**src/rtl/branch_predictor_if.sv**
```systemverilog
// branch_predictor_if: fetch-side prediction, MEM-stage resolution and BTB write signals
// master drives pc, BTB read results and resolution info; slave is the predictor.
interface branch_predictor_if;
  logic [15:0] pc;
  logic        fetch_adv;
  logic        btb_hit;
  logic        btb_uc;
  logic [15:0] btb_target;
  logic        res_valid;
  logic        res_branch;
  logic        res_uc;
  logic        res_taken;
  logic [15:0] res_target;
  logic [3:0]  index_fetch;
  logic [11:0] tag_fetch;
  logic [15:0] next_pc;
  logic        full;
  logic        flush;
  logic        btb_write;
  logic [3:0]  index_mem;
  logic [11:0] tag_mem;
  logic [15:0] btb_wtarget;
  logic        btb_wuc;
  modport master(
    output pc, fetch_adv, btb_hit, btb_uc, btb_target,
    output res_valid, res_branch, res_uc, res_taken, res_target,
    input  index_fetch, tag_fetch, next_pc, full, flush,
    input  btb_write, index_mem, tag_mem, btb_wtarget, btb_wuc
  );
  modport slave(
    input  pc, fetch_adv, btb_hit, btb_uc, btb_target,
    input  res_valid, res_branch, res_uc, res_taken, res_target,
    output index_fetch, tag_fetch, next_pc, full, flush,
    output btb_write, index_mem, tag_mem, btb_wtarget, btb_wuc
  );
endinterface

```
**src/rtl/branch_predictor.sv**
```systemverilog
// branch_predictor: next-PC selection from BTB + 2-bit counters, in-order resolve queue, flush and BTB write
// Ports: clk, reset (sync, active-high); bp (slave) carries fetch pc/BTB read result in,
// MEM-stage resolution in, and next_pc/full/flush/BTB read+write port out.
module branch_predictor #(
  parameter int DEPTH = 4
) (
  input logic             clk,
  input logic             reset,
  branch_predictor_if.slave bp
);
  localparam int AW = $clog2(DEPTH);
  logic [AW:0]   count_q, count_d;
  logic [AW-1:0] rd_q, rd_d, wr_q, wr_d;
  logic [15:0]   qpc_q [DEPTH];
  logic [15:0]   qpc_d [DEPTH];
  logic [15:0]   qtgt_q [DEPTH];
  logic [15:0]   qtgt_d [DEPTH];
  logic [1:0]    ctr_q [16];
  logic [1:0]    ctr_d [16];
  logic          pred_taken, resolve, enq, upd;
  logic [15:0]   pred_tgt, head_pc, actual_next;
  logic [3:0]    hidx;
  assign pred_taken  = bp.btb_hit & (bp.btb_uc | ctr_q[bp.pc[3:0]][1]);
  assign pred_tgt    = pred_taken ? bp.btb_target : bp.pc + 16'd2;
  assign head_pc     = qpc_q[rd_q];
  assign hidx        = head_pc[3:0];
  assign resolve     = bp.res_valid & (count_q != '0);
  assign actual_next = (bp.res_branch & bp.res_taken) ? bp.res_target : head_pc + 16'd2;
  // Comparing full next-PC catches wrong direction, wrong target and stale BTB hits alike.
  assign bp.flush    = resolve & (actual_next != qtgt_q[rd_q]);
  assign bp.full     = count_q == (AW+1)'(DEPTH);
  assign enq         = bp.fetch_adv & ~bp.full & ~bp.flush;
  assign upd         = resolve & bp.res_branch & ~bp.res_uc;
  assign bp.next_pc     = bp.flush ? actual_next : pred_tgt;
  assign bp.index_fetch = bp.pc[3:0];
  assign bp.tag_fetch   = bp.pc[15:4];
  assign bp.btb_write   = resolve & bp.res_branch & bp.res_taken;
  assign bp.index_mem   = hidx;
  assign bp.tag_mem     = head_pc[15:4];
  assign bp.btb_wtarget = bp.res_target;
  assign bp.btb_wuc     = bp.res_uc;
  always_comb begin
    qpc_d  = qpc_q;
    qtgt_d = qtgt_q;
    ctr_d  = ctr_q;
    if (enq) begin
      qpc_d[wr_q]  = bp.pc;
      qtgt_d[wr_q] = pred_tgt;
    end
    if (upd)
      ctr_d[hidx] = bp.res_taken ? ((ctr_q[hidx] == 2'b11) ? 2'b11 : ctr_q[hidx] + 2'b01)
                                 : ((ctr_q[hidx] == 2'b00) ? 2'b00 : ctr_q[hidx] - 2'b01);
    count_d = bp.flush ? '0 : count_q + (AW+1)'(enq) - (AW+1)'(resolve);
    rd_d    = bp.flush ? '0 : rd_q + AW'(resolve);
    wr_d    = bp.flush ? '0 : wr_q + AW'(enq);
  end
  always_ff @(posedge clk) begin
    if (reset) begin
      count_q <= '0;
      rd_q    <= '0;
      wr_q    <= '0;
      ctr_q   <= '{default: 2'b01};
    end else begin
      count_q <= count_d;
      rd_q    <= rd_d;
      wr_q    <= wr_d;
      ctr_q   <= ctr_d;
    end
  end
  // Entry payload needs no reset: it is only read while count_q says it is valid.
  always_ff @(posedge clk) begin
    qpc_q  <= qpc_d;
    qtgt_q <= qtgt_d;
  end
endmodule

```
**src/flat_wrapper.sv**
```systemverilog
// flat-port wrapper written by rule: the top's interface ports become plain ports
module branch_predictor_flat 
#(
  parameter int DEPTH = 4
)
  (clk, reset, bp_pc, bp_fetch_adv, bp_btb_hit, bp_btb_uc, bp_btb_target, bp_res_valid, bp_res_branch, bp_res_uc, bp_res_taken, bp_res_target, bp_index_fetch, bp_tag_fetch, bp_next_pc, bp_full, bp_flush, bp_btb_write, bp_index_mem, bp_tag_mem, bp_btb_wtarget, bp_btb_wuc);
  branch_predictor_if bp_i ();
  input logic clk;
  input logic reset;
  input wire logic [$bits(bp_i.pc)-1:0] bp_pc;
  input wire logic [$bits(bp_i.fetch_adv)-1:0] bp_fetch_adv;
  input wire logic [$bits(bp_i.btb_hit)-1:0] bp_btb_hit;
  input wire logic [$bits(bp_i.btb_uc)-1:0] bp_btb_uc;
  input wire logic [$bits(bp_i.btb_target)-1:0] bp_btb_target;
  input wire logic [$bits(bp_i.res_valid)-1:0] bp_res_valid;
  input wire logic [$bits(bp_i.res_branch)-1:0] bp_res_branch;
  input wire logic [$bits(bp_i.res_uc)-1:0] bp_res_uc;
  input wire logic [$bits(bp_i.res_taken)-1:0] bp_res_taken;
  input wire logic [$bits(bp_i.res_target)-1:0] bp_res_target;
  output wire logic [$bits(bp_i.index_fetch)-1:0] bp_index_fetch;
  output wire logic [$bits(bp_i.tag_fetch)-1:0] bp_tag_fetch;
  output wire logic [$bits(bp_i.next_pc)-1:0] bp_next_pc;
  output wire logic [$bits(bp_i.full)-1:0] bp_full;
  output wire logic [$bits(bp_i.flush)-1:0] bp_flush;
  output wire logic [$bits(bp_i.btb_write)-1:0] bp_btb_write;
  output wire logic [$bits(bp_i.index_mem)-1:0] bp_index_mem;
  output wire logic [$bits(bp_i.tag_mem)-1:0] bp_tag_mem;
  output wire logic [$bits(bp_i.btb_wtarget)-1:0] bp_btb_wtarget;
  output wire logic [$bits(bp_i.btb_wuc)-1:0] bp_btb_wuc;
  assign bp_i.pc = bp_pc;
  assign bp_i.fetch_adv = bp_fetch_adv;
  assign bp_i.btb_hit = bp_btb_hit;
  assign bp_i.btb_uc = bp_btb_uc;
  assign bp_i.btb_target = bp_btb_target;
  assign bp_i.res_valid = bp_res_valid;
  assign bp_i.res_branch = bp_res_branch;
  assign bp_i.res_uc = bp_res_uc;
  assign bp_i.res_taken = bp_res_taken;
  assign bp_i.res_target = bp_res_target;
  assign bp_index_fetch = bp_i.index_fetch;
  assign bp_tag_fetch = bp_i.tag_fetch;
  assign bp_next_pc = bp_i.next_pc;
  assign bp_full = bp_i.full;
  assign bp_flush = bp_i.flush;
  assign bp_btb_write = bp_i.btb_write;
  assign bp_index_mem = bp_i.index_mem;
  assign bp_tag_mem = bp_i.tag_mem;
  assign bp_btb_wtarget = bp_i.btb_wtarget;
  assign bp_btb_wuc = bp_i.btb_wuc;
  branch_predictor #(.DEPTH(DEPTH)) u_core (.clk(clk), .reset(reset), .bp(bp_i));
endmodule
```
**config.mk**
```make
export PLATFORM = sky130hd
export DESIGN_NAME = branch_predictor_flat
export DESIGN_NICKNAME = d
export VERILOG_FILES = /design/src/rtl/branch_predictor_if.sv /design/src/rtl/branch_predictor.sv /design/src/flat_wrapper.sv
export SDC_FILE = /design/constraint.sdc
export NUM_CORES = 1
export LEC_CHECK = 0
export BUFFER_PORTS_ARGS = -buffer_cell sky130_fd_sc_hd__buf_2
export CAP_MARGIN = 10
export CORE_ASPECT_RATIO = 0.9
export CORE_MARGIN = 1
export CORE_UTILIZATION = 48
export CTS_BUF_LIST = sky130_fd_sc_hd__clkbuf_4 sky130_fd_sc_hd__clkbuf_8
export CTS_CLUSTER_DIAMETER = 60
export DETAILED_ROUTE_END_ITERATION = 7
export PLACE_DENSITY = 0.72
export SLEW_MARGIN = 5
export SYNTH_ARGS = -nofsm -noshare
export SYNTH_HDL_FRONTEND = slang
export SYNTH_SLANG_ARGS = --single-unit
```
**constraint.sdc**
```tcl
create_clock -name clk -period 7.11 [get_ports clk]
set_input_delay 0 -clock clk [delete_from_list [all_inputs] [get_ports clk]]
set_output_delay 0 -clock clk [all_outputs]
set_load 0.1 [all_outputs]
```
* Yosys cells after proc, flatten, opt, wreduce, memory -nomap -nowiden *
Index checks and enable logic that the tools add are counted.

cells by class
  bitwise logic cells = 17
  add/sub/neg operators = 8
  magnitude comparators = 6
  reductions and logical operators = 5
  equality and inequality tests = 3
  mux-type cells = 25

operators by type and width
  operator                 number
  $bwmux W64               2
  $mux W16                 8
  $bmux W16 S2             2
  $add A16 B2 Y16 const B  2
  $bwmux W32               1
  $demux W16 S2            1
  $bmux W2 S4              2
  $mux W2                  8
  $ne A16 B16 Y1           1
  $ge A5 B5 Y1 const B     2
  $not A4 Y5               2
  $and A1 B1 Y1            9
  $demux W2 S4             1
  $ge A3 B3 Y1 const B     2
  $not A2 Y3               2
  $lt A5 B1 Y1 const B     1
  $add A2 B1 Y2            2
  $add A3 B1 Y3            1
  $eq A3 B3 Y1 const B     1
  $lt A3 B1 Y1 const B     1
  $not A1 Y1               3
  $reduce_bool A3 Y1       1
  $sub A3 B1 Y3            1
  $add A2 B1 Y2 const B    1
  other kinds (6)          7

word-level totals
  bits of input ports = 57
  logic and storage cells = 91
  output and inout bits = 68
  register bits = 167

* Depth between registers and ports, before layout *
  depth after elaboration = 12
  depth in mapped cells = 21
  gate-level depth less buffers = 16

* Worst setup path before layout *
No wires, ideal clock.

  path kind = reg-to-reg
  from = register u_core.rd_q[0]
  to = register u_core.qpc_q[48] (netlist name), enable pin
  period minus slack after synthesis = 8.005 ns
  data required time = 6.608 ns
  data arrival time = 7.504 ns
  path buffers = 5
  stages on the path, launching flop included = 17
  slack = -0.895 ns
  library setup time = 0.502 ns
  path through = dfxtp_1 buf_6 buf_12 mux4_2 buf_1 ha_1 nand2_1 o22a_1 or3_1 buf_6 xor2_2 xor2_1 o22ai_1 nor4b_4 a31oi_4 buf_6 nor4_1

on the way
  longest elaborated chain between the ends = 10
  elaborated cells on any way between the ends = 13
  those cells by class = 1 x add/sub; 1 x eq/ne; 7 x mux; 4 x bitwise

RTL lines
  element                                       line                    RTL
  start: declaration                            branch_predictor.sv:13  logic [AW-1:0] rd_q, rd_d, wr_q, wr_d;
  start signal: assignment                      branch_predictor.sv:65  rd_q <= rd_d;
  $not A2 Y3 (not written as such)              branch_predictor.sv:25  assign head_pc = qpc_q[rd_q];
  $bmux W16 S2                                  branch_predictor.sv:25
  $mux W16 (not written as such) (2 in series)  branch_predictor.sv:25
  named net bp_index_mem[1]                     flat_wrapper.sv:26      output wire logic [$bits(bp_i.index_mem)-1:0] bp_index_mem;
  $add A16 B2 Y16                               branch_predictor.sv:28  assign actual_next = (bp.res_branch & bp.res_taken) ? bp.res_target : head_pc + 16'd2;
  $mux W16                                      branch_predictor.sv:28
  $ne A16 B16 Y1                                branch_predictor.sv:30  assign bp.flush = resolve & (actual_next != qtgt_q[rd_q]);
  $and A1 B1 Y1                                 branch_predictor.sv:30
  $not A1 Y1                                    branch_predictor.sv:32  assign enq = bp.fetch_adv & ~bp.full & ~bp.flush;
  $and A1 B1 Y1                                 branch_predictor.sv:32
  end signal: assignment                        branch_predictor.sv:72  qpc_q <= qpc_d;
  end: declaration                              branch_predictor.sv:14  logic [15:0] qpc_q [DEPTH];

The timed path passes the listed nets, and every way through them passes these cells. The select of a mux whose other input is x is not followed.
A chain may end at the register's enable or synchronous reset.

* Worst setup path after layout *
  from = register u_core.rd_q[0]
  to = register u_core.count_q[2]

on the way
  longest elaborated chain between the ends = 12
  elaborated cells on any way between the ends = 16
  those cells by class = 3 x add/sub; 1 x eq/ne; 7 x mux; 4 x bitwise; 1 x reduce/logical

RTL lines
  element                                       line                                            RTL
  $not A2 Y3 (not written as such) (*)          branch_predictor.sv:25, branch_predictor.sv:30
  $bmux W16 S2                                  branch_predictor.sv:25
  $mux W16 (not written as such) (2 in series)  branch_predictor.sv:25
  $add A16 B2 Y16                               branch_predictor.sv:28
  $mux W16                                      branch_predictor.sv:28
  $ne A16 B16 Y1 (*)                            branch_predictor.sv:30
  $and A1 B1 Y1 (*)                             branch_predictor.sv:30
  $not A1 Y1                                    branch_predictor.sv:32
  $and A1 B1 Y1                                 branch_predictor.sv:32
  $add A3 B1 Y3                                 branch_predictor.sv:53                          count_d = bp.flush ? '0 : count_q + (AW+1)'(enq) - (AW+1)'(resolve);
  $sub A3 B1 Y3                                 branch_predictor.sv:53
  end signal: assignment                        branch_predictor.sv:64                          count_q <= count_d;
  end: declaration                              branch_predictor.sv:12                          logic [AW:0] count_q, count_d;

Every way passes the cells marked *; elsewhere a longest branch is shown, timed or not. The select of a mux whose other input is x is not followed.

==> impl_metrics.toml <==
[logic_synthesis]
synth_common_cells = "edfxtp_1, mux4_2, nor2_1, nand2_1"
synth_top_area_frac = 0.449
synth_xor_area_frac = 0.0576
ys_seq_elements = 167
avgSynthCellArea_um2 = 13.4
synth.area.mux_share = 0.185
synthesis.nets = 702
synthMostInstantiatedCell = "edfxtp_1"
synth_simple_gate_area_frac = 0.0971
synth_compound_area_frac = 0.0499
synthCells = 638
ys.flop_type = "edfxtp_1"
synth_area_um2 = 8560
yosysTopAreaCell = "edfxtp_1"
yosysSeqAreaShare = 0.540
yosysUniqueCellTypes = 58
synth_edf_count = 128
synth.area.top_cells = "edfxtp_1, mux4_2, dfxtp_1"
ys_warn_count = 0
synth_top_family_by_area = "multiplexers"
synth_fa_ha_area_frac = 0.0123
async_flop_share = 0

[critical_path]
cp.arrival_ns = 5.77
crit_path_start_kind = "register"
endpoint_kind = "register"
crit_required_ns = 7.42
r2r_slack_ns = 1.65
crit_path_max_fanout = 17
critical_path_class = "register to register"

[sta]
slew_viol_final = 0
hold_viol_final = 0
worstMarginPinSlew_ns = 0.855
timing.final.crit_share = 0.769
setup_violations = 0
tns_ns = 0
fmax_ghz = 0.183
fin_skew_ns = 0.0165
fin_ws_ns = 1.65
rsz0062_at_grt = "no"
max_slew_margin = 0.429
fin_crit_ns = 5.46

[cells_and_area]
fillers = 1375
multi_input_area_um2 = 3480
register_area_um2 = 4630
area_growth_pct = 14.0
drive_gt1_frac = 0.318
nets = 814
diodes = 0

[routing]
drt_iter0_drc = 490
vias_per_cell = 5.66
drt_pass1_iterations = 5
wire_per_inst_um = 20.1
drc = 0
vias = 5647
routed_wl_mm = 20.1
antenna_left = 0

[die]
io_pins = 125
initial_core_util = 0.498
row_count = 45
die_x_um = 143
core-area_um2 = 17200
dieHeight_um = 129
dieArea_um2 = 18400

[power]
power_density_nw_per_um2 = 382
p_leak_nw = 3.51
ir_drop_uv = 202

[clock_network]
cts_sinks = 167
cts_buffer_depth = 2
clk_pin_slew_ns = 0.09
cts_tree = "done"
numCtsBuffers = 17
cts-root-buf = "clkbuf_8"
htree_levels = 4
cts-resized-gates = 0
clkLatencyLatePin_ns = 0.45

[job]
cap_violations = 0

[grt]
use_met3 = 0.0409
busiest_layer = "met2"
use_met1 = 0.320
grt_max_degree = 41
grt_pass1_wl_mm = 30.2
grt_overflow = 0
grt_pass1_vias = 5476
antenna_found_initial = 0
grt.met2_usage = 0.350
track_usage = 0.226

[outcome]
status = "finished, final reports clean"

[placement]
place_ws_ns = 1.66
hpwlAfterDp_mm = 14.1
port_buffers = 124
routabilityCongestion = 0.836

[hold_path]
min-delay-path-class = "input port to register"
-- through the flow --
step | hold slack, ns | cell area (µm²) | instances | power, W | util
2_1_floorplan | 0.0989 | 8570 | 638 | 0.00275 | -
3_3_place_gp | 0.260 | 9160 | 946 | 0.00304 | 0.534
3_5_place_dp | 0.275 | 9160 | 946 | 0.00307 | 0.534
4_1_cts | 0.00509 | 9750 | 998 | 0.00374 | 0.568
5_1_grt | 0.0168 | 9750 | 998 | 0.00388 | 0.568
6_report | 0.0202 | 9750 | 998 | 0.00373 | 0.568
-- critical path, stage by stage, from the launching register on --
cell and delay, ns:
dfxtp_2 0.64, mux4_2 0.61, ha_1 0.29, nand2_1 0.07, o22a_1 0.23, or3_1 0.53, nor3_1 0.25, a21oi_1 0.08
o31a_1 0.26, and4b_1 0.23, a31oi_4 0.61, buf_4 0.36, nor2_1 0.10, ha_1 0.22, fa_1 0.39, xnor2_1 0.22
xnor2_1 0.16, nor3_1 0.06
-- cell usage in the layout, fill, tap and decap left out, drive strengths merged, types with 18 or more instances in the layout --
cell type    Yosys  routed
clkbuf          11      18
mux4            45      45
nor3            21      21
edfxtp         128     128
o21ai           29      29
dfxtp           39      39
nor2            47      47
dlygate4sd3      0      20
xor2            21      21
mux2i           39      39
xnor2           31      31
inv             16      19
nand2           41      41
a21oi           22      22
buf             50     134
-- cells by family after synthesis --
kind of cell / Yosys count
flip-flops: 167
XOR/XNOR: 53
AND/OR/NAND/NOR: 164
buffers and inverters: 77
AO/OA/AOI/OAI: 70
adder cells (fa/ha/maj): 8
multiplexers: 99
-- area by class of cell --
cell class                 instances  share of cell area
clock buffer                      18              0.0248
clock inverter                    14              0.0153
inverter                          16             0.00641
multi-input combinational        394               0.357
sequential                       167               0.474
tap                              235              0.0301
timing repair buffer             154              0.0919
-- layer usage --
metal | up-vias | share of wire
li1 | 2580 | -
met1 | 2773 | 0.44
met2 | 263 | 0.46
met3 | 31 | 0.082
met4 | 0 | 0.019
met5 | - | 0
-- state kept, by name (all words and copies together) (netlist names) --
register / flops
u_core.qpc_q: 64
u_core.wr_q: 2
u_core.rd_q: 2
u_core.count_q: 3
u_core.ctr_q: 32
u_core.qtgt_q: 64
-- path summary, 6_finish.rpt --
path | cells past startpoint | to | start
worst min-delay path | 3 | u_core.qtgt_q[0]$_DFFE_PP_ | bp_btb_target[0]
worst min register to register | 2 | u_core.ctr_q[12]$_SDFFE_PP1P_ | u_core.ctr_q[12]$_SDFFE_PP1P_
worst max-delay path | 17 | u_core.count_q[2]$_SDFF_PP0_ | u_core.rd_q[0]$_SDFF_PP0_
worst max register to register | 17 | u_core.count_q[2]$_SDFF_PP0_ | u_core.rd_q[0]$_SDFF_PP0_
-- timing repair --
item,CTS,global route
hold endpoints to repair,80,0
hold buffers,20,0
setup buffers,0,0
-- report_power, final --
part | switching, W | total, W | leakage [nW] | internal (W)
combinational | 0.00131 | 0.00182 | 1.83 | 0.000512
sequential | 0.0000568 | 0.00124 | 1.48 | 0.00118
clock | 0.000349 | 0.000668 | 0.196 | 0.000318
total | 0.00172 | 0.00373 | 3.51 | 0.00201
Note: power is estimated with default switching activity, not from simulation.
